==> src/rtl/fpu_div_exp_pkg.sv <==
// fpu_div_exp_pkg: shared FSM encoding, single-precision constants and double-bias helper
package fpu_div_exp_pkg;
    typedef enum logic [2:0] {
        ST_IDLE, ST_ADD, ST_NRM1, ST_NRM2, ST_WAIT, ST_CHK, ST_OUT
    } state_t;
    localparam int SGL_BIAS = 127;
    localparam int SGL_MAX  = 255;
    function automatic int dbl_bias(input int exp_w);
        return (1 << (exp_w - 1)) - 1;
    endfunction
endpackage

==> src/rtl/fpu_div_exp_ctl_dp_if.sv <==
// fpu_div_exp_ctl_dp_if: operand/result handshake bundle of the divide exponent datapath
interface fpu_div_exp_ctl_dp_if #(
    parameter int EXP_W = 11,
    parameter int SHC_W = 6,
    parameter int INT_W = EXP_W + 2
);
    logic             in_vld, in_rdy, in_dbl;
    logic [EXP_W-1:0] in_exp1, in_exp2;
    logic [SHC_W-1:0] in_shc1, in_shc2;
    logic             frac_done, frac_ovf, rnd_to_inf;
    logic             out_vld, out_rdy;
    logic [EXP_W-1:0] out_exp;
    logic [INT_W-1:0] out_exp_raw;
    logic             out_of, out_uf, busy;
    modport slave (
        input  in_vld, in_dbl, in_exp1, in_exp2, in_shc1, in_shc2,
               frac_done, frac_ovf, rnd_to_inf, out_rdy,
        output in_rdy, out_vld, out_exp, out_exp_raw, out_of, out_uf, busy
    );
    modport master (
        output in_vld, in_dbl, in_exp1, in_exp2, in_shc1, in_shc2,
               frac_done, frac_ovf, rnd_to_inf, out_rdy,
        input  in_rdy, out_vld, out_exp, out_exp_raw, out_of, out_uf, busy
    );
endinterface

==> src/rtl/fpu_div_exp_clamp.sv <==
// fpu_div_exp_clamp: overflow/underflow clamp of the signed raw quotient exponent
module fpu_div_exp_clamp
    import fpu_div_exp_pkg::*;
#(
    parameter int EXP_W = 11,
    parameter int INT_W = EXP_W + 2
) (
    input  logic signed [INT_W-1:0] raw,
    input  logic                    dbl,
    input  logic                    rnd_to_inf,
    output logic [EXP_W-1:0]        exp,
    output logic                    of,
    output logic                    uf
);
    localparam logic signed [INT_W-1:0] ZERO = '0;
    logic [EXP_W-1:0] max_e;
    assign max_e = dbl ? '1 : EXP_W'(SGL_MAX);
    always_comb begin
        of  = raw >= $signed(INT_W'(max_e));
        uf  = raw <= ZERO;
        exp = of ? (rnd_to_inf ? max_e : max_e - EXP_W'(1)) : uf ? '0 : raw[EXP_W-1:0];
    end
endmodule

==> src/rtl/fpu_div_exp_ctl_dp.sv <==
// fpu_div_exp_ctl_dp: self-sequenced divide exponent datapath (e1 - e2 + bias, normalise, clamp).
// Optional saturating handshake statistics under FPU_DIV_EXP_STAT_EN.
module fpu_div_exp_ctl_dp
    import fpu_div_exp_pkg::*;
#(
    parameter int EXP_W = 11,
    parameter int SHC_W = 6,
    parameter int INT_W = EXP_W + 2
) (
    input logic rclk,
    input logic reset,
    fpu_div_exp_ctl_dp_if.slave io
`ifdef FPU_DIV_EXP_STAT_EN
    ,
    output logic [15:0] stat_ops,
    output logic [15:0] stat_of,
    output logic [15:0] stat_uf
`endif
);
    localparam logic [INT_W-1:0] DBIAS = INT_W'(dbl_bias(EXP_W));
    localparam logic [INT_W-1:0] SBIAS = INT_W'(SGL_BIAS);
    localparam logic [EXP_W-1:0] SMASK = EXP_W'(SGL_MAX);

    state_t state, nxt;
    logic [EXP_W-1:0] e1, e2, exp_q, c_exp;
    logic [SHC_W-1:0] s1, s2;
    logic [INT_W-1:0] exp1;
    logic signed [INT_W-1:0] raw;
    logic dbl, rnd, pend, pend_ovf, pend_rnd, of_q, uf_q, c_of, c_uf, take, ovf, early;

    // a frac_done seen before WAIT is parked here so WAIT can consume it immediately
    assign early = state == ST_ADD || state == ST_NRM1 || state == ST_NRM2;
    assign take  = pend || io.frac_done;
    assign ovf   = pend ? pend_ovf : io.frac_ovf;

    always_comb begin
        nxt = state;
        case (state)
            ST_IDLE: nxt = io.in_vld ? ST_ADD : ST_IDLE;
            ST_ADD:  nxt = ST_NRM1;
            ST_NRM1: nxt = ST_NRM2;
            ST_NRM2: nxt = ST_WAIT;
            ST_WAIT: nxt = take ? ST_CHK : ST_WAIT;
            ST_CHK:  nxt = ST_OUT;
            ST_OUT:  nxt = io.out_rdy ? ST_IDLE : ST_OUT;
            default: nxt = ST_IDLE;
        endcase
    end

    always_ff @(posedge rclk) begin
        if (reset) begin
            state <= ST_IDLE;
            pend  <= 1'b0;
            raw   <= '0;
            exp_q <= '0;
            of_q  <= 1'b0;
            uf_q  <= 1'b0;
        end else begin
            state <= nxt;
            if (state == ST_IDLE && io.in_vld) begin
                e1   <= io.in_dbl ? io.in_exp1 : io.in_exp1 & SMASK;
                e2   <= io.in_dbl ? io.in_exp2 : io.in_exp2 & SMASK;
                s1   <= io.in_shc1;
                s2   <= io.in_shc2;
                dbl  <= io.in_dbl;
                pend <= 1'b0;
            end
            if (state == ST_ADD)
                exp1 <= INT_W'(e1) + ~INT_W'(e2) + INT_W'(1) + (dbl ? DBIAS : SBIAS);
            if (state == ST_NRM1)
                exp1 <= exp1 - INT_W'(s1);
            if (state == ST_NRM2)
                exp1 <= exp1 + INT_W'(s2);
            if (early && io.frac_done) begin
                pend     <= 1'b1;
                pend_ovf <= io.frac_ovf;
                pend_rnd <= io.rnd_to_inf;
            end
            if (state == ST_WAIT && take) begin
                raw  <= ovf ? exp1 : exp1 - INT_W'(1);
                rnd  <= pend ? pend_rnd : io.rnd_to_inf;
                pend <= 1'b0;
            end
            if (state == ST_CHK) begin
                exp_q <= c_exp;
                of_q  <= c_of;
                uf_q  <= c_uf;
            end
        end
    end

    fpu_div_exp_clamp #(.EXP_W(EXP_W), .INT_W(INT_W)) u_clamp (
        .raw        (raw),
        .dbl        (dbl),
        .rnd_to_inf (rnd),
        .exp        (c_exp),
        .of         (c_of),
        .uf         (c_uf)
    );

    assign io.in_rdy      = state == ST_IDLE;
    assign io.out_vld     = state == ST_OUT;
    assign io.busy        = state != ST_IDLE;
    assign io.out_exp     = exp_q;
    assign io.out_exp_raw = raw;
    assign io.out_of      = of_q;
    assign io.out_uf      = uf_q;

`ifdef FPU_DIV_EXP_STAT_EN
    logic hs;
    assign hs = io.out_vld && io.out_rdy;
    always_ff @(posedge rclk) begin
        if (reset) begin
            stat_ops <= '0;
            stat_of  <= '0;
            stat_uf  <= '0;
        end else if (hs) begin
            stat_ops <= stat_ops == '1 ? stat_ops : stat_ops + 16'd1;
            stat_of  <= (!of_q || stat_of == '1) ? stat_of : stat_of + 16'd1;
            stat_uf  <= (!uf_q || stat_uf == '1) ? stat_uf : stat_uf + 16'd1;
        end
    end
`endif
endmodule

==> src/flat_wrapper.sv <==
// flat-port wrapper written by rule: the top's interface ports become plain ports
module fpu_div_exp_ctl_dp_flat import fpu_div_exp_pkg::*;
#(
    parameter int EXP_W = 11,
    parameter int SHC_W = 6,
    parameter int INT_W = EXP_W + 2
)
  (rclk, reset, io_in_vld, io_in_dbl, io_in_exp1, io_in_exp2, io_in_shc1, io_in_shc2, io_frac_done, io_frac_ovf, io_rnd_to_inf, io_out_rdy, io_in_rdy, io_out_vld, io_out_exp, io_out_exp_raw, io_out_of, io_out_uf, io_busy);
  fpu_div_exp_ctl_dp_if #(.EXP_W(EXP_W), .SHC_W(SHC_W), .INT_W(INT_W)) io_i ();
  input logic rclk;
  input logic reset;
  input wire logic [$bits(io_i.in_vld)-1:0] io_in_vld;
  input wire logic [$bits(io_i.in_dbl)-1:0] io_in_dbl;
  input wire logic [$bits(io_i.in_exp1)-1:0] io_in_exp1;
  input wire logic [$bits(io_i.in_exp2)-1:0] io_in_exp2;
  input wire logic [$bits(io_i.in_shc1)-1:0] io_in_shc1;
  input wire logic [$bits(io_i.in_shc2)-1:0] io_in_shc2;
  input wire logic [$bits(io_i.frac_done)-1:0] io_frac_done;
  input wire logic [$bits(io_i.frac_ovf)-1:0] io_frac_ovf;
  input wire logic [$bits(io_i.rnd_to_inf)-1:0] io_rnd_to_inf;
  input wire logic [$bits(io_i.out_rdy)-1:0] io_out_rdy;
  output wire logic [$bits(io_i.in_rdy)-1:0] io_in_rdy;
  output wire logic [$bits(io_i.out_vld)-1:0] io_out_vld;
  output wire logic [$bits(io_i.out_exp)-1:0] io_out_exp;
  output wire logic [$bits(io_i.out_exp_raw)-1:0] io_out_exp_raw;
  output wire logic [$bits(io_i.out_of)-1:0] io_out_of;
  output wire logic [$bits(io_i.out_uf)-1:0] io_out_uf;
  output wire logic [$bits(io_i.busy)-1:0] io_busy;
  assign io_i.in_vld = io_in_vld;
  assign io_i.in_dbl = io_in_dbl;
  assign io_i.in_exp1 = io_in_exp1;
  assign io_i.in_exp2 = io_in_exp2;
  assign io_i.in_shc1 = io_in_shc1;
  assign io_i.in_shc2 = io_in_shc2;
  assign io_i.frac_done = io_frac_done;
  assign io_i.frac_ovf = io_frac_ovf;
  assign io_i.rnd_to_inf = io_rnd_to_inf;
  assign io_i.out_rdy = io_out_rdy;
  assign io_in_rdy = io_i.in_rdy;
  assign io_out_vld = io_i.out_vld;
  assign io_out_exp = io_i.out_exp;
  assign io_out_exp_raw = io_i.out_exp_raw;
  assign io_out_of = io_i.out_of;
  assign io_out_uf = io_i.out_uf;
  assign io_busy = io_i.busy;
  fpu_div_exp_ctl_dp #(.EXP_W(EXP_W), .SHC_W(SHC_W), .INT_W(INT_W)) u_core (.rclk(rclk), .reset(reset), .io(io_i));
endmodule
==> config.mk <==
export PLATFORM = sky130hd
export DESIGN_NAME = fpu_div_exp_ctl_dp_flat
export DESIGN_NICKNAME = d
export VERILOG_FILES = /design/src/rtl/fpu_div_exp_pkg.sv /design/src/rtl/fpu_div_exp_ctl_dp_if.sv /design/src/rtl/fpu_div_exp_clamp.sv /design/src/rtl/fpu_div_exp_ctl_dp.sv /design/src/flat_wrapper.sv
export SDC_FILE = /design/constraint.sdc
export NUM_CORES = 1
export LEC_CHECK = 0
export CAP_MARGIN = 20
export CORE_MARGIN = 8
export CORE_UTILIZATION = 28
export DETAILED_ROUTE_END_ITERATION = 10
export PLACE_DENSITY_LB_ADDON = 0.3
export SETUP_SLACK_MARGIN = 0.02
export SLEW_MARGIN = 5
export SYNTH_ARGS = -nofsm -noshare
export SYNTH_HDL_FRONTEND = slang
export SYNTH_SLANG_ARGS = --single-unit
export TNS_END_PERCENT = 50
==> constraint.sdc <==
create_clock -name rclk -period 9.7 [get_ports rclk]
set_clock_uncertainty 0.05 [all_clocks]
set_input_delay 1.94 -clock rclk [delete_from_list [all_inputs] [get_ports rclk]]
set_output_delay 1.94 -clock rclk [all_outputs]
set_load 0.02 [all_outputs]
---- Yosys cells after proc, flatten, opt, wreduce, memory -nomap -nowiden ----
Cells that the tools add are included.
word-level totals
  register bits after elaboration ......... 81
  input bits .............................. 42
  output and inout bits ................... 29
  word-level logic and storage cells ...... 66
cells by class
  add/subtract/negate cells ............... 7
  magnitude comparators ................... 2
  eq/ne operators ......................... 6
  multiplexer cells ....................... 17
  bitwise logic cells ..................... 2
  reductions and logical operators ........ 15
operators with widths
  kind                                                                    number
  13-bit 2-to-1 mux                                                       4
  11-bit 2-to-1 mux                                                       4
  3-bit one-hot mux with 7 select lines                                   1
  11-bit by 13-bit adder with 13-bit output                               1
  13-bit by 1-bit adder with 13-bit output, second input constant         1
  13-bit adder                                                            1
  13-bit by 6-bit adder with 13-bit output                                1
  13-bit by 12-bit >= comparator with 1-bit output                        1
  13-bit by 1-bit <= comparator with 1-bit output, second input constant  1
  11-bit NOT with 13-bit output                                           1
  13-bit by 1-bit subtractor with 13-bit output, second input constant    1
  13-bit by 6-bit subtractor with 13-bit output                           1
  11-bit by 1-bit subtractor with 11-bit output, second input constant    1
  10-bit 2-to-1 mux                                                       1
  3-bit equality test, second input constant                              3
  2-bit AND reduction                                                     4
  3-bit by 2-bit equality test with 1-bit output, second input constant   2
  1-bit 2-to-1 mux                                                        6
  3-bit nonzero test                                                      2
  3-bit by 1-bit equality test with 1-bit output, second input constant   1
  1-bit logical AND                                                       3
  3-bit logical NOT                                                       1
  1-bit logical OR                                                        3
  3-bit 2-to-1 mux                                                        1
  3 further kinds                                                         3

---- Logic depth before layout (Yosys ltp) ----
Gate-level depths: netlist (run 1).
  word-level depth ........................ 7
  mapped depth ............................ 11
  depth with buffers taken out ............ 11

---- Modules after synthesis ----
A second synthesis (run 1) with hierarchy kept.
unflattened totals
  cells, all modules ...................... 489
  area total of the unflattened synthesis .. 4818.4 um2
modules (own cells, without submodules)
  module              times used  cells an instance  area an instance (um2)  seq. area each (um2)
  fpu_div_exp_ctl_dp  1           446                4558.1                  2132.0
  fpu_div_exp_clamp   1           43                 260.2                   0.0

---- Least setup slack after synthesis (run 1) ----
OpenSTA, ideal clock, no wires.
  kind .................................... input -> register
  start point ............................. input reset
  end point ............................... register u_core.dbl (enable)
  library setup time ...................... 478 ps
  data arrival time ....................... 4926 ps
  data required time ...................... 9172 ps
  setup slack ............................. 4245 ps
  stages on the path ...................... 3
  path buffers ............................ 2
  path through ............................ clkbuf_1 -> clkbuf_1 -> nor3b_1
on the way
  word-level cells in the longest chain between the ends .. 2
RTL lines
  item                           RTL line                  text
  start: declaration             flat_wrapper.sv:11        input logic reset;
  1-bit NOT (no line)            -
  2-bit AND reduction (no line)  -
  end signal: assignment         fpu_div_exp_ctl_dp.sv:65  dbl <= io.in_dbl;
  end: declaration               fpu_div_exp_ctl_dp.sv:29  logic dbl, rnd, pend, pend_ovf, pend_rnd, of_q, uf_q, c_of, c_uf, take, ovf, early;
No other way between the ends.
A chain may end at the register's enable or synchronous reset.

---- Worst setup path after layout (run 1) ----
  start point ............................. register u_core.state[1]
  end point ............................... output io_in_rdy
on the way
  word-level cells in the longest chain between the ends .. 1
RTL lines
  item                      RTL line                   text
  start: declaration        fpu_div_exp_ctl_dp.sv:24   state_t state, nxt;
  start signal: assignment  fpu_div_exp_ctl_dp.sv:59   state <= nxt;
  3-bit logical NOT         fpu_div_exp_ctl_dp.sv:101  assign io.in_rdy = state == ST_IDLE;
  end: declaration          flat_wrapper.sv:22         output wire logic [$bits(io_i.in_rdy)-1:0] io_in_rdy;
No other way between the ends.

==> results of run 1 <==
[area by class of cell]
| class | count | share of cell area, % |
|---|---|---|
| sequential | 81 | 35.1 |
| multi-input combinational | 343 | 40.8 |
| tap | 225 | 4.64 |
| timing repair buffer | 75 | 12.2 |
| inverter | 31 | 1.92 |
| clock inverter | 6 | 1.13 |
| clock buffer | 10 | 4.12 |
[registers in the layout (all words and copies together) (netlist names)]
register,flops
u_core.exp1,13
u_core.io.out_exp_raw,13
u_core.e1,11
u_core.e2,11
u_core.io.out_exp,11
u_core.s1,6
u_core.s2,6
u_core.state,3
u_core.dbl,1
u_core.io.out_of,1
u_core.io.out_uf,1
u_core.pend,1
u_core.pend_ovf,1
u_core.pend_rnd,1
u_core.rnd,1
[worst max-delay path by stage]
stage                                                        to  slack (ns)  cells after the start
after floorplan                            u_core.dbl$_DFFE_PP_        4.25                      3
after global placement    u_core.io.out_exp_raw[1]$_SDFFE_PP0P_        5.66                      5
after detailed placement  u_core.io.out_exp_raw[8]$_SDFFE_PP0P_        5.86                      6
after CTS                                             io_in_rdy        5.84                      3
after global routing                                  io_in_rdy        5.77                      3
final                                                 io_in_rdy        5.86                      3
[where the power goes]
| part | switching [mW] | leakage [nW] | total (mW) | internal [mW] |
|---|---|---|---|---|
| sequential | 0.0184 | 0.715 | 0.409 | 0.390 |
| clock | 0.143 | 0.160 | 0.361 | 0.218 |
| combinational | 0.104 | 1.38 | 0.195 | 0.0912 |
| total | 0.266 | 2.26 | 0.965 | 0.700 |
[cell usage after synthesis, drive strengths merged, types with 11 or more instances]
cell / count / area share (%)
ha: 44 / 11
edfxtp: 51 / 32
nand2: 22 / 1.7
inv: 31 / 2.4
clkbuf: 17 / 1.3
a211oi: 18 / 2.9
xor2: 13 / 2.4
nor3: 19 / 2.1
xnor2: 17 / 3.1
nor2: 53 / 4.1
a21oi: 26 / 2.7
dfxtp: 30 / 13
o21ai: 29 / 3.0
and2: 11 / 1.5
[layer usage]
metal  up-vias  GRT usage [%]  part of all wire [%]
met1      1754           12.5                    46
met4         0           5.46                   2.2
li1       1864              -                     -
met3        14           2.74                   4.4
met5         -              0                     0
met2        76           17.3                    47
[metrics by stage]
step / hold slack (ns) / util [%] / cells
6_report: 0.412 / 35.7 / 771
5_1_grt: 0.442 / 35.7 / 771
4_1_cts: 0.413 / 35.7 / 771
3_5_place_dp: 0.401 / 33.8 / 755
3_3_place_gp: 0.400 / 33.8 / 754
2_1_floorplan: 0.473 / - / 475
[critical path, cell delays in order (launching register included)]
cell and delay (ns):
sky130_fd_sc_hd__dfxtp_1 0.39, sky130_fd_sc_hd__or3_1 0.45, sky130_fd_sc_hd__inv_1 0.07, sky130_fd_sc_hd__clkdlybuf4s50_1 0.60
[cells by family (layout without fill, tap and decap cells)]
| family | after synthesis | count (layout) |
|---|---|---|
| xor+xnor | 30 | 30 |
| simple gates | 145 | 145 |
| mux | 5 | 5 |
| compound gates | 112 | 112 |
| buf+inv | 51 | 122 |
| flops | 81 | 81 |
| fa+ha+maj | 51 | 51 |
==> results.txt, run 1 <==
The area of the core region came out at 0.0170 mm². The initial core utilization came out at 28.2%. The largest voltage drop on the vdd net came out at 0.0845 mV. Timing analysis after detailed placement gives a worst setup slack of 5.86 ns. The TritonCTS clock tree is done. In this run, post-CTS repair resized a total of 0 instances. Hold repair after CTS inserted 0 buffers.

The worst flop-to-flop path endpoint is u_core.exp1[12]$_DFFE_PP_. In the routed layout, each cell is associated on average with a via count of 4.81. The most common flop cell mapped by yosys is sky130_fd_sc_hd__edfxtp_1. Of the total synthesized cell area, the portion taken by AND, OR, NAND and NOR gates is 14.8%.

The hold violation count in the final report is 0. In this run the post-CTS setup repair buffer count came out at 0. The data required time of the critical path is 7.71 ns.

The clock root buffer master is sky130_fd_sc_hd__clkbuf_16. In this run the worst path has a maximum fanout of 10. The power per unit of standard cell area came out at 159 mW/mm².

The path type of the worst min-delay path is reg2reg. The routed layout has 3708 vias. The count of flip-flops with a built-in enable after synthesis is 51. Measured in cells, the most critical reg-to-reg path has a length of 11.

The area of all sequential standard cells is 0.00213 mm². The count of nets after finishing is 634. The worst hold path terminates at u_core.io.out_exp[0]$_SDFFE_PP0P_. The synthesized-area fraction occupied by xor and xnor cells came out at 5.48%. The least setup slack across all paths after layout is 5.86 ns. The number of top-level pins came out at 71. In this run the critical register-to-register path is launched from u_core.dbl$_DFFE_PP_.

The flow ran to the end, and the final reports show no timing, DRC or antenna violations. The top cell types in the final layout, fill and taps aside, are sky130_fd_sc_hd__clkdlybuf4s50_1, sky130_fd_sc_hd__nor2_1, sky130_fd_sc_hd__edfxtp_1. Max-cap violations in this run came to 0. The number of detailed-route iterations in the first pass came out at 5. The synthesized area per cell is 10.1 µm². For flop-to-flop paths, the worst setup slack is 6.52 ns. After clock tree synthesis, the clock-pin slew on the worst setup and hold paths is 0.07 ns. The worst pin sits at a relative slew slack of 47.2%. The detail route stage leaves a number of antenna-violating nets equal to 0.

The arrival time at the worst endpoint is 1.85 ns. The number of failing setup endpoints in the final timing report is 0. The width of the chip came out at 147 µm. The first-pass GRT wire length came out at 18600 µm. The peak clock frequency supported by timing is 0.261 GHz. Summed over all layers, the global routing overflow is 0. The yosys synthesis warning count came out at 0.

Summing all multi-input logic gate instances after layout gives 0.00248 mm². The finished layout cell area came out at 0.00607 mm². The sink count of the clock tree came out at 81. The largest net degree at the start of global routing is 36.

Multiplexer cells account for 1.36% of the synthesized area. The adder and majority gate portion of the synthesized area is 14.4%. The post-layout minimum cycle time came out at 3.84 ns. After detailed placement, the total cell area comes to 0.00575 mm². Summed over all nets, the half-perimeter wirelength after detailed placement is 8390 µm. Of the available clock period, the critical path in the final layout requires 39.5%. The die boundary height is 147 µm.

In the final layout, the share of cells above drive strength 1 is 5.86%. The number of clock buffers inserted by TritonCTS is 9. The share of the Yosys chip area taken by registers is 44.4%.

The critical path starts at u_core.state[1]$_SDFF_PP0_. The number of storage elements in the synthesis netlist is 81. Setup repair after global routing left no endpoint under its margin. The post-synthesis instance total is 475. The depth of the CTS H-tree came out at 3. The initialized floorplan defines 48 standard-cell rows.

The critical path is of the reg2out type. The number of buffers on the longest clock path came out at 2. The final sum of negative setup slack is 0 ns. The library cell used most frequently in the layout, excluding fill and tap cells, is sky130_fd_sc_hd__clkdlybuf4s50_1. Routability-driven placement finished with a final weighted congestion of 0.823. The die covers 0.0216 mm². The overall power consumption came out at 0.965 mW. The number of antenna diodes in the final layout is 0. The final wirelength came out at 10800 µm. The startpoint identified for the worst hold timing path is u_core.io.out_exp[0]$_SDFFE_PP0P_.

From synthesis to final layout, the design area changed by 26.5%. The number of distinct standard cells referenced by the synthesized netlist came out at 50. The clock latency reported for the late side of the worst-skew pair is 0.34 ns. The count of filler cells inserted in the layout came out at 1740.

The synthesized netlist occupies a cell area of 0.00480 mm². The net count of the mapped netlist is 568. The initial antenna violation count was 0. The largest family of logic cells by synthesized area is compound AO/OA/AOI/OAI gates.

The total count of max-transition violations in the final report was 0. The number of violations reported at the end of detailed-routing iteration 0 came out at 102. The routed length per instance came out at 14.0 µm. The total of buffers placed on input and output ports came out at 70.

STA classifies the critical path endpoint as an output pin. The slew at the pin closest to its max-slew limit is 0.787 ns. The via count of the first global-routing pass came to 3876.

The worst hold path depth came out at 2. The total leakage power came out at 2.26 nW. The compound-gate portion of the synthesized area came out at 15.5%. The proportion of register bits with asynchronous set or reset after synthesis came out at 0%. Global routing used 10.5% of the available tracks.

The worst setup path is launched from a flop. The post-detailed-route DRC marker count is 0.
No activity file was read; power rests on OpenSTA's default activity.
==> run 2, diff against run 1 <==
==> constraint.sdc (replaced) <==
create_clock -name rclk -period 3.65 [get_ports rclk]
set_clock_uncertainty 0.05 [all_clocks]
set_input_delay 0.73 -clock rclk [delete_from_list [all_inputs] [get_ports rclk]]
set_output_delay 0.73 -clock rclk [all_outputs]
set_load 0.02 [all_outputs]
==> run 2 against run 1 <==
First-iteration DRC count is 21% higher. Hold slack better by 0.0053 ns. Setup slack got worse by 5.3 ns. Via count down 1.8%. Wire length is 3.7% higher. Largest cell class unchanged. Power grew to 2.6 times the previous value. Register-to-register slack worse by 5.9 ns. Combinational power rose to 2.7 times the previous value. Clock power rose to 2.6 times the previous value.
==> results.txt, run 2 (synthesis results as in run 1) <==
For this run, the share of the core covered by cells in the final layout is 35.7%. The detailed-route via count is 3640. The type of origin of the critical path is a flop. The share of the clock period used by the worst path after layout is 84.0%. The arrival time at the worst endpoint came out at 3.09 ns.

The number of top-level pins came out at 71. The number of violations reported at the end of detailed-routing iteration 0 is 123. Global routing used 13.1% of the available met1 tracks. In this run the horizontal extent of the chip is 147 µm. The floorplan has 48 rows.

IR analysis of the VDD net gives a maximum drop of 0.228 mV. The peak clock frequency supported by timing is 0.326 GHz. The post-CTS resize count is 0. The power per unit of standard cell area came out at 419 mW/mm². The total count of max-transition violations in the final report came to 0. The number of maximum-capacitance constraint violations came out at 0. The clock slew seen by the registers of the worst setup and hold paths came out at 0.06 ns. The sink count of the clock tree is 81.

The number of clock buffers inserted by TritonCTS came out at 9. met2 is the most crowded layer. The clock root buffer master is sky130_fd_sc_hd__clkbuf_16.

The via count of the first global-routing pass is 3805. The hold violation count in the final report is 0. The startpoint identified for the worst register-to-register timing path is u_core.dbl$_DFFE_PP_. The first-pass GRT wire length is 18800 µm.

Counting the fill cells in the layout gives 1710. The run finished with clean final reports. Leaving out filler cells and counting taps, the final layout contains 771. The critical path in this run is classified as reg2reg. The initial antenna violation count is 0. Once the floorplan was initialized, standard cells occupied 28.2% of the core. The library cell used most frequently in the layout, excluding fill and tap cells, is sky130_fd_sc_hd__clkdlybuf4s50_1. The min-delay analysis places its worst path in the category reg2reg. Compared with the post-synthesis result, the final layout area differs by 26.3%. The total of buffers placed on input and output ports is 70. In the layout the commonest cells are sky130_fd_sc_hd__clkdlybuf4s50_1, sky130_fd_sc_hd__nor2_1, sky130_fd_sc_hd__edfxtp_1. The number of buffers on the longest clock path is 2. The die is 147 µm tall. TritonCTS built the clock tree.

The total routing resource utilization after global routing is 10.7%. The slew at the pin closest to its max-slew limit came out at 0.787 ns. The slack of the worst reg-to-reg path is 0.58 ns. The count of nets after finishing is 634. The origin of the worst setup path is u_core.dbl$_DFFE_PP_. The length in cells of the worst reg-to-reg path is 11. The number of failing setup endpoints in the final timing report came out at 0. The depth of the CTS H-tree came out at 3. The global placement routability congestion is 0.826. The met2 usage in global routing came out at 17.4%. The worst setup path is captured at a flop. The post-detailed-route DRC marker count came out at 0.

The area of the multi-input gates is 0.00248 mm². After detailed routing, the average wire length per cell comes to 14.5 µm. Entering global routing, the biggest net connects 36 pins.

The maximum fanout count along the critical path is 5. The post-CTS setup repair buffer count is 0. In the final layout, the share of cells above drive strength 1 is 5.68%. The hold buffer count at cts is 0. 0 antenna diodes ended up in the layout. Setup total negative slack on the finished layout was measured at 0 ns. The number of detailed-route iterations in the first pass is 4. The wire-length estimate of the detail-placed layout is 8670 µm. The sum of overflow across all layers after global routing came out at 0. The data required time of the critical path came out at 3.67 ns. The floorplan step defined a die boundary enclosing 0.0216 mm². At the later pin of the worst-skew pair, clock insertion delay measures 0.35 ns.

The detail route stage leaves a number of antenna-violating nets equal to 0. The area of all sequential standard cells came out at 0.00213 mm². The final wirelength came out at 11200 µm. The relative max-transition margin came out at 47.4%. In this run the static leakage power is 2.25 nW.

The number of instances in the placed design came out at 755. The least setup slack across all paths after layout is 0.583 ns. The routed via count divided by cell count is 4.72. The met3 demand-to-capacity share in global routing is 2.98%. The worst register-to-register path ends at u_core.exp1[12]$_DFFE_PP_. The post-layout minimum cycle time is 3.07 ns.

OpenSTA, run right after detailed placement, puts the worst setup slack at 0.563 ns. The area of the core region is 0.0170 mm². The critical path ends at u_core.exp1[12]$_DFFE_PP_. Setup repair after global routing left no endpoint under its margin.
==> run 2: changes by cell type in the layout (fill, tap and decap cells not counted), sizes merged <==
| cell | before | now |
|---|---|---|
| inv | 36 | 32 |
| clkinv | 0 | 3 |
| clkbuf | 10 | 12 |
| bufinv | 1 | 0 |
==> run 2: power breakdown <==
| group | switching, mW | total (mW) | leakage [nW] | internal (mW) |
|---|---|---|---|---|
| sequential | 0.0487 | 1.09 | 0.715 | 1.04 |
| clock | 0.384 | 0.932 | 0.153 | 0.548 |
| combinational | 0.280 | 0.523 | 1.38 | 0.243 |
==> run 2: how the worst min path moves through the flow <==
| stage | startpoint | to | slack, ns | cells after the start |
|---|---|---|---|---|
| after floorplan | u_core.pend_rnd$_DFFE_PP_ | u_core.rnd$_DFFE_PP_ | 0.47 | 1 |
| after global placement | u_core.io.out_exp[0]$_SDFFE_PP0P_ | u_core.io.out_exp[0]$_SDFFE_PP0P_ | 0.40 | 2 |
| after detailed placement | u_core.io.out_exp[0]$_SDFFE_PP0P_ | u_core.io.out_exp[0]$_SDFFE_PP0P_ | 0.41 | 2 |
| after CTS | u_core.io.out_exp[0]$_SDFFE_PP0P_ | u_core.io.out_exp[0]$_SDFFE_PP0P_ | 0.42 | 2 |
| after global routing | u_core.io.out_exp[0]$_SDFFE_PP0P_ | u_core.io.out_exp[0]$_SDFFE_PP0P_ | 0.44 | 2 |
| final | u_core.io.out_exp[0]$_SDFFE_PP0P_ | u_core.io.out_exp[0]$_SDFFE_PP0P_ | 0.42 | 2 |
==> run 2: area by class of cell <==
type	count	share of cell area (%)
inverters	31	1.92
multi-input cells	343	41.0
clock inverters	4	0.516
flip-flops and latches	81	35.2
clock buffers	12	4.60
well taps	225	4.64
repair buffers	75	12.2
==> run 2: metal layers <==
| metal | part of all wire [%] | vias up |
|---|---|---|
| met1 | 47 | 1698 |
| met4 | 1.7 | 0 |
| met5 | 0 | - |
| met3 | 4.7 | 13 |
| li1 | - | 1857 |
| met2 | 47 | 72 |
==> run 2: worst max-delay path, cell delays in order, from the launching register on <==
cell and delay [ns]:
sky130_fd_sc_hd__edfxtp_1 0.48, sky130_fd_sc_hd__inv_1 0.19, sky130_fd_sc_hd__ha_1 0.25, sky130_fd_sc_hd__inv_1 0.08
sky130_fd_sc_hd__fa_1 0.43, sky130_fd_sc_hd__ha_1 0.38, sky130_fd_sc_hd__nand3_1 0.09, sky130_fd_sc_hd__o211ai_1 0.29
sky130_fd_sc_hd__a41oi_1 0.18, sky130_fd_sc_hd__o21bai_1 0.17, sky130_fd_sc_hd__xnor2_1 0.13, sky130_fd_sc_hd__mux2i_1 0.09
==> run 2: metrics by stage <==
stage	hold WS (ns)	area [µm²]	total power [mW]
floorplan	0.473	4800	1.46
global placement	0.400	5750	1.62
detailed placement	0.406	5750	1.63
CTS	0.416	6060	2.58
global route	0.440	6060	2.68
finish	0.418	6060	2.54
==> run 3, diff against run 2 <==
==> constraint.sdc (replaced) <==
create_clock -name rclk -period 3.1 [get_ports rclk]
set_clock_uncertainty 0.05 [all_clocks]
set_input_delay 0.62 -clock rclk [delete_from_list [all_inputs] [get_ports rclk]]
set_output_delay 0.62 -clock rclk [all_outputs]
set_load 0.02 [all_outputs]
==> run 3 against run 2 <==
Flip-flop and latch count stayed put. Critical endpoint unchanged. First-iteration DRC count is 4.1% lower. Wire length is 1.1% higher. Critical path type unchanged. Global-route usage is 0.097 points higher. Hold slack better by 0.0038 ns. Sequential share of layout area is 0.25 points lower. Clock power is 19% higher. Die area stayed put. Power is 18% higher. Non-clock buffer count is 3 higher. Sequential power is 17% higher. Fmax is 4.4% higher.
==> results.txt, run 3 (synthesis results as in run 1) <==
The worst setup path is of the reg2reg kind. The flow ran to the end, and the final reports show no timing, DRC or antenna violations. The post-placement cell area came out at 0.00577 mm². The clock period could shrink to 2.94 ns. After routing, the total negative slack on setup checks comes to 0 ns.

The maximum fanout count along the critical path is 5. Dividing total power by cell area gives a power density of 493 mW/mm². The total of buffers placed on input and output ports is 70.

The largest voltage drop on the vdd net came out at 0.253 mV. The number of placement rows came out at 48. The total routing resource utilization after global routing is 10.8%. The first-pass GRT wire length is 18700 µm. The worst pin sits at a relative slew slack of 48.5%. The total count of max-transition violations in the final report came out at 0. The die boundary height is 147 µm. The first detailed-routing pass took 4 iterations. The final wirelength is 11300 µm. The hold violation count in the final report came out at 0. Setup repair after global routing could not meet its margin everywhere.

The TritonCTS clock tree is done. The slew at the pin closest to its max-slew limit came out at 0.773 ns. The detailed-route via count came out at 3674. The largest net degree at the start of global routing came out at 36.

The routed length per instance is 14.6 µm. The floorplan step set the die width to 147 µm. The post-detailed-route count of antenna-violating nets came out at 0. Leaving out fill and tap cells, the most frequent cells in the layout are sky130_fd_sc_hd__clkdlybuf4s50_1, sky130_fd_sc_hd__nor2_1, sky130_fd_sc_hd__edfxtp_1. The commonest non-fill, non-tap cell in the layout is sky130_fd_sc_hd__clkdlybuf4s50_1. The count of placed standard cells in the final layout, fillers left out came out at 774. The clock latency reported for the late side of the worst-skew pair is 0.35 ns. The global placement routability congestion is 0.829.

The arrival time at the worst endpoint came out at 2.96 ns. The depth of the CTS H-tree is 3. TritonCTS created 9 clock buffers.

The post-route core utilization came out at 35.9%. The number of buffers on the longest clock path came out at 2. CTS placed an instance of sky130_fd_sc_hd__clkbuf_16 at the clock tree root. The count of nets after finishing is 637.

The share of the clock period used by the worst path after layout came out at 94.8%. Max-cap violations in this run came to 0. The post-detailed-placement half-perimeter wirelength came out at 8760 µm. The hold buffer count at cts came out at 0. The via count of the first global-routing pass came out at 3755. Setup violations remaining at the end of the flow were counted as 0. The sum of overflow across all layers after global routing came out at 0. STA classifies the critical path startpoint as a flop. The number of instances in the placed design is 757. The number of antenna repair diodes is 0. The core region is 0.0170 mm².

The total leakage power is 2.28 nW. The fraction of layout instances using a drive strength above 1 is 6.74%. Hold timing on the final database bottoms out at a slack of 0.421 ns. The full die area is 0.0216 mm².

The growth of design area from synthesis to finish came out at 27.3%. The data required time of the critical path is 3.12 ns. The initial core utilization came out at 28.2%. In the routed design, unresolved DRC markers number 0. In the routed layout, each cell is associated on average with a via count of 4.75.

The overall power consumption is 3.01 mW. The number of violations reported at the end of detailed-routing iteration 0 came out at 118. The number of top-level pins came out at 71. After layout, the worst setup slack is 0.161 ns. The initial antenna violation count came to 0. The path type of the worst min-delay path is reg2reg. The peak clock frequency supported by timing came out at 0.340 GHz. The clock slew seen by the registers of the worst setup and hold paths is 0.06 ns.

The sink count of the clock tree is 81. Once layout is done, the placed cells without fillers occupy 0.00610 mm². The worst setup path is captured at a flop. The minimum setup slack after placement came out at 0.106 ns.
## run 3: metal layers
layer	vias to the layer above	GRT usage, %	part of all wire, %	routed length, µm
li1	1864	-	-	-
met4	0	5.15	2.3	255
met5	-	0	0	0
met1	1724	13.3	47	5260
met2	70	17.2	47	5260
met3	16	3.08	4.7	527
## run 3: power by group
group          switching (mW)  total (mW)  internal (mW)
Clock                   0.445        1.11          0.665
Sequential             0.0581        1.28           1.22
Combinational           0.329       0.619          0.290
Total                   0.832        3.01           2.18
## run 3: what timing repair did
item | in CTS | in global routing
setup buffers | 0 | 1
hold endpoints to repair | 0 | 0
setup endpoints to repair | 0 | 3
resized for setup | 0 | 3
## run 3: cell type report
| type | instances | area [µm²] |
|---|---|---|
| multi-input cells | 343 | 2490 |
| fillers | 1690 | 10900 |
| clock buffers | 12 | 289 |
| repair buffers | 78 | 761 |
| well taps | 225 | 282 |
| clock inverters | 4 | 31.3 |
| inverters | 31 | 116 |
| flip-flops and latches | 81 | 2130 |
## run 3: critical path, stage by stage, from the launching register on
cell                       delay, ns
sky130_fd_sc_hd__edfxtp_1       0.43
sky130_fd_sc_hd__inv_1          0.11
sky130_fd_sc_hd__ha_1           0.23
sky130_fd_sc_hd__inv_1          0.07
sky130_fd_sc_hd__fa_1           0.42
sky130_fd_sc_hd__ha_1           0.38
sky130_fd_sc_hd__nand3_1        0.10
sky130_fd_sc_hd__o211ai_1       0.31
sky130_fd_sc_hd__a41oi_1        0.17
sky130_fd_sc_hd__o21bai_1       0.18
sky130_fd_sc_hd__xnor2_1        0.13
sky130_fd_sc_hd__mux2i_1        0.08
## run 3: worst paths after layout
path                                       end                         startpoint  cells past startpoint  slack (ns)
max                  u_core.exp1[12]$_DFFE_PP_               u_core.dbl$_DFFE_PP_                     11        0.16
min          u_core.io.out_exp[9]$_SDFFE_PP0P_  u_core.io.out_exp[9]$_SDFFE_PP0P_                      2        0.42
max reg2reg          u_core.exp1[12]$_DFFE_PP_               u_core.dbl$_DFFE_PP_                     11        0.16
min reg2reg  u_core.io.out_exp[9]$_SDFFE_PP0P_  u_core.io.out_exp[9]$_SDFFE_PP0P_                      2        0.42
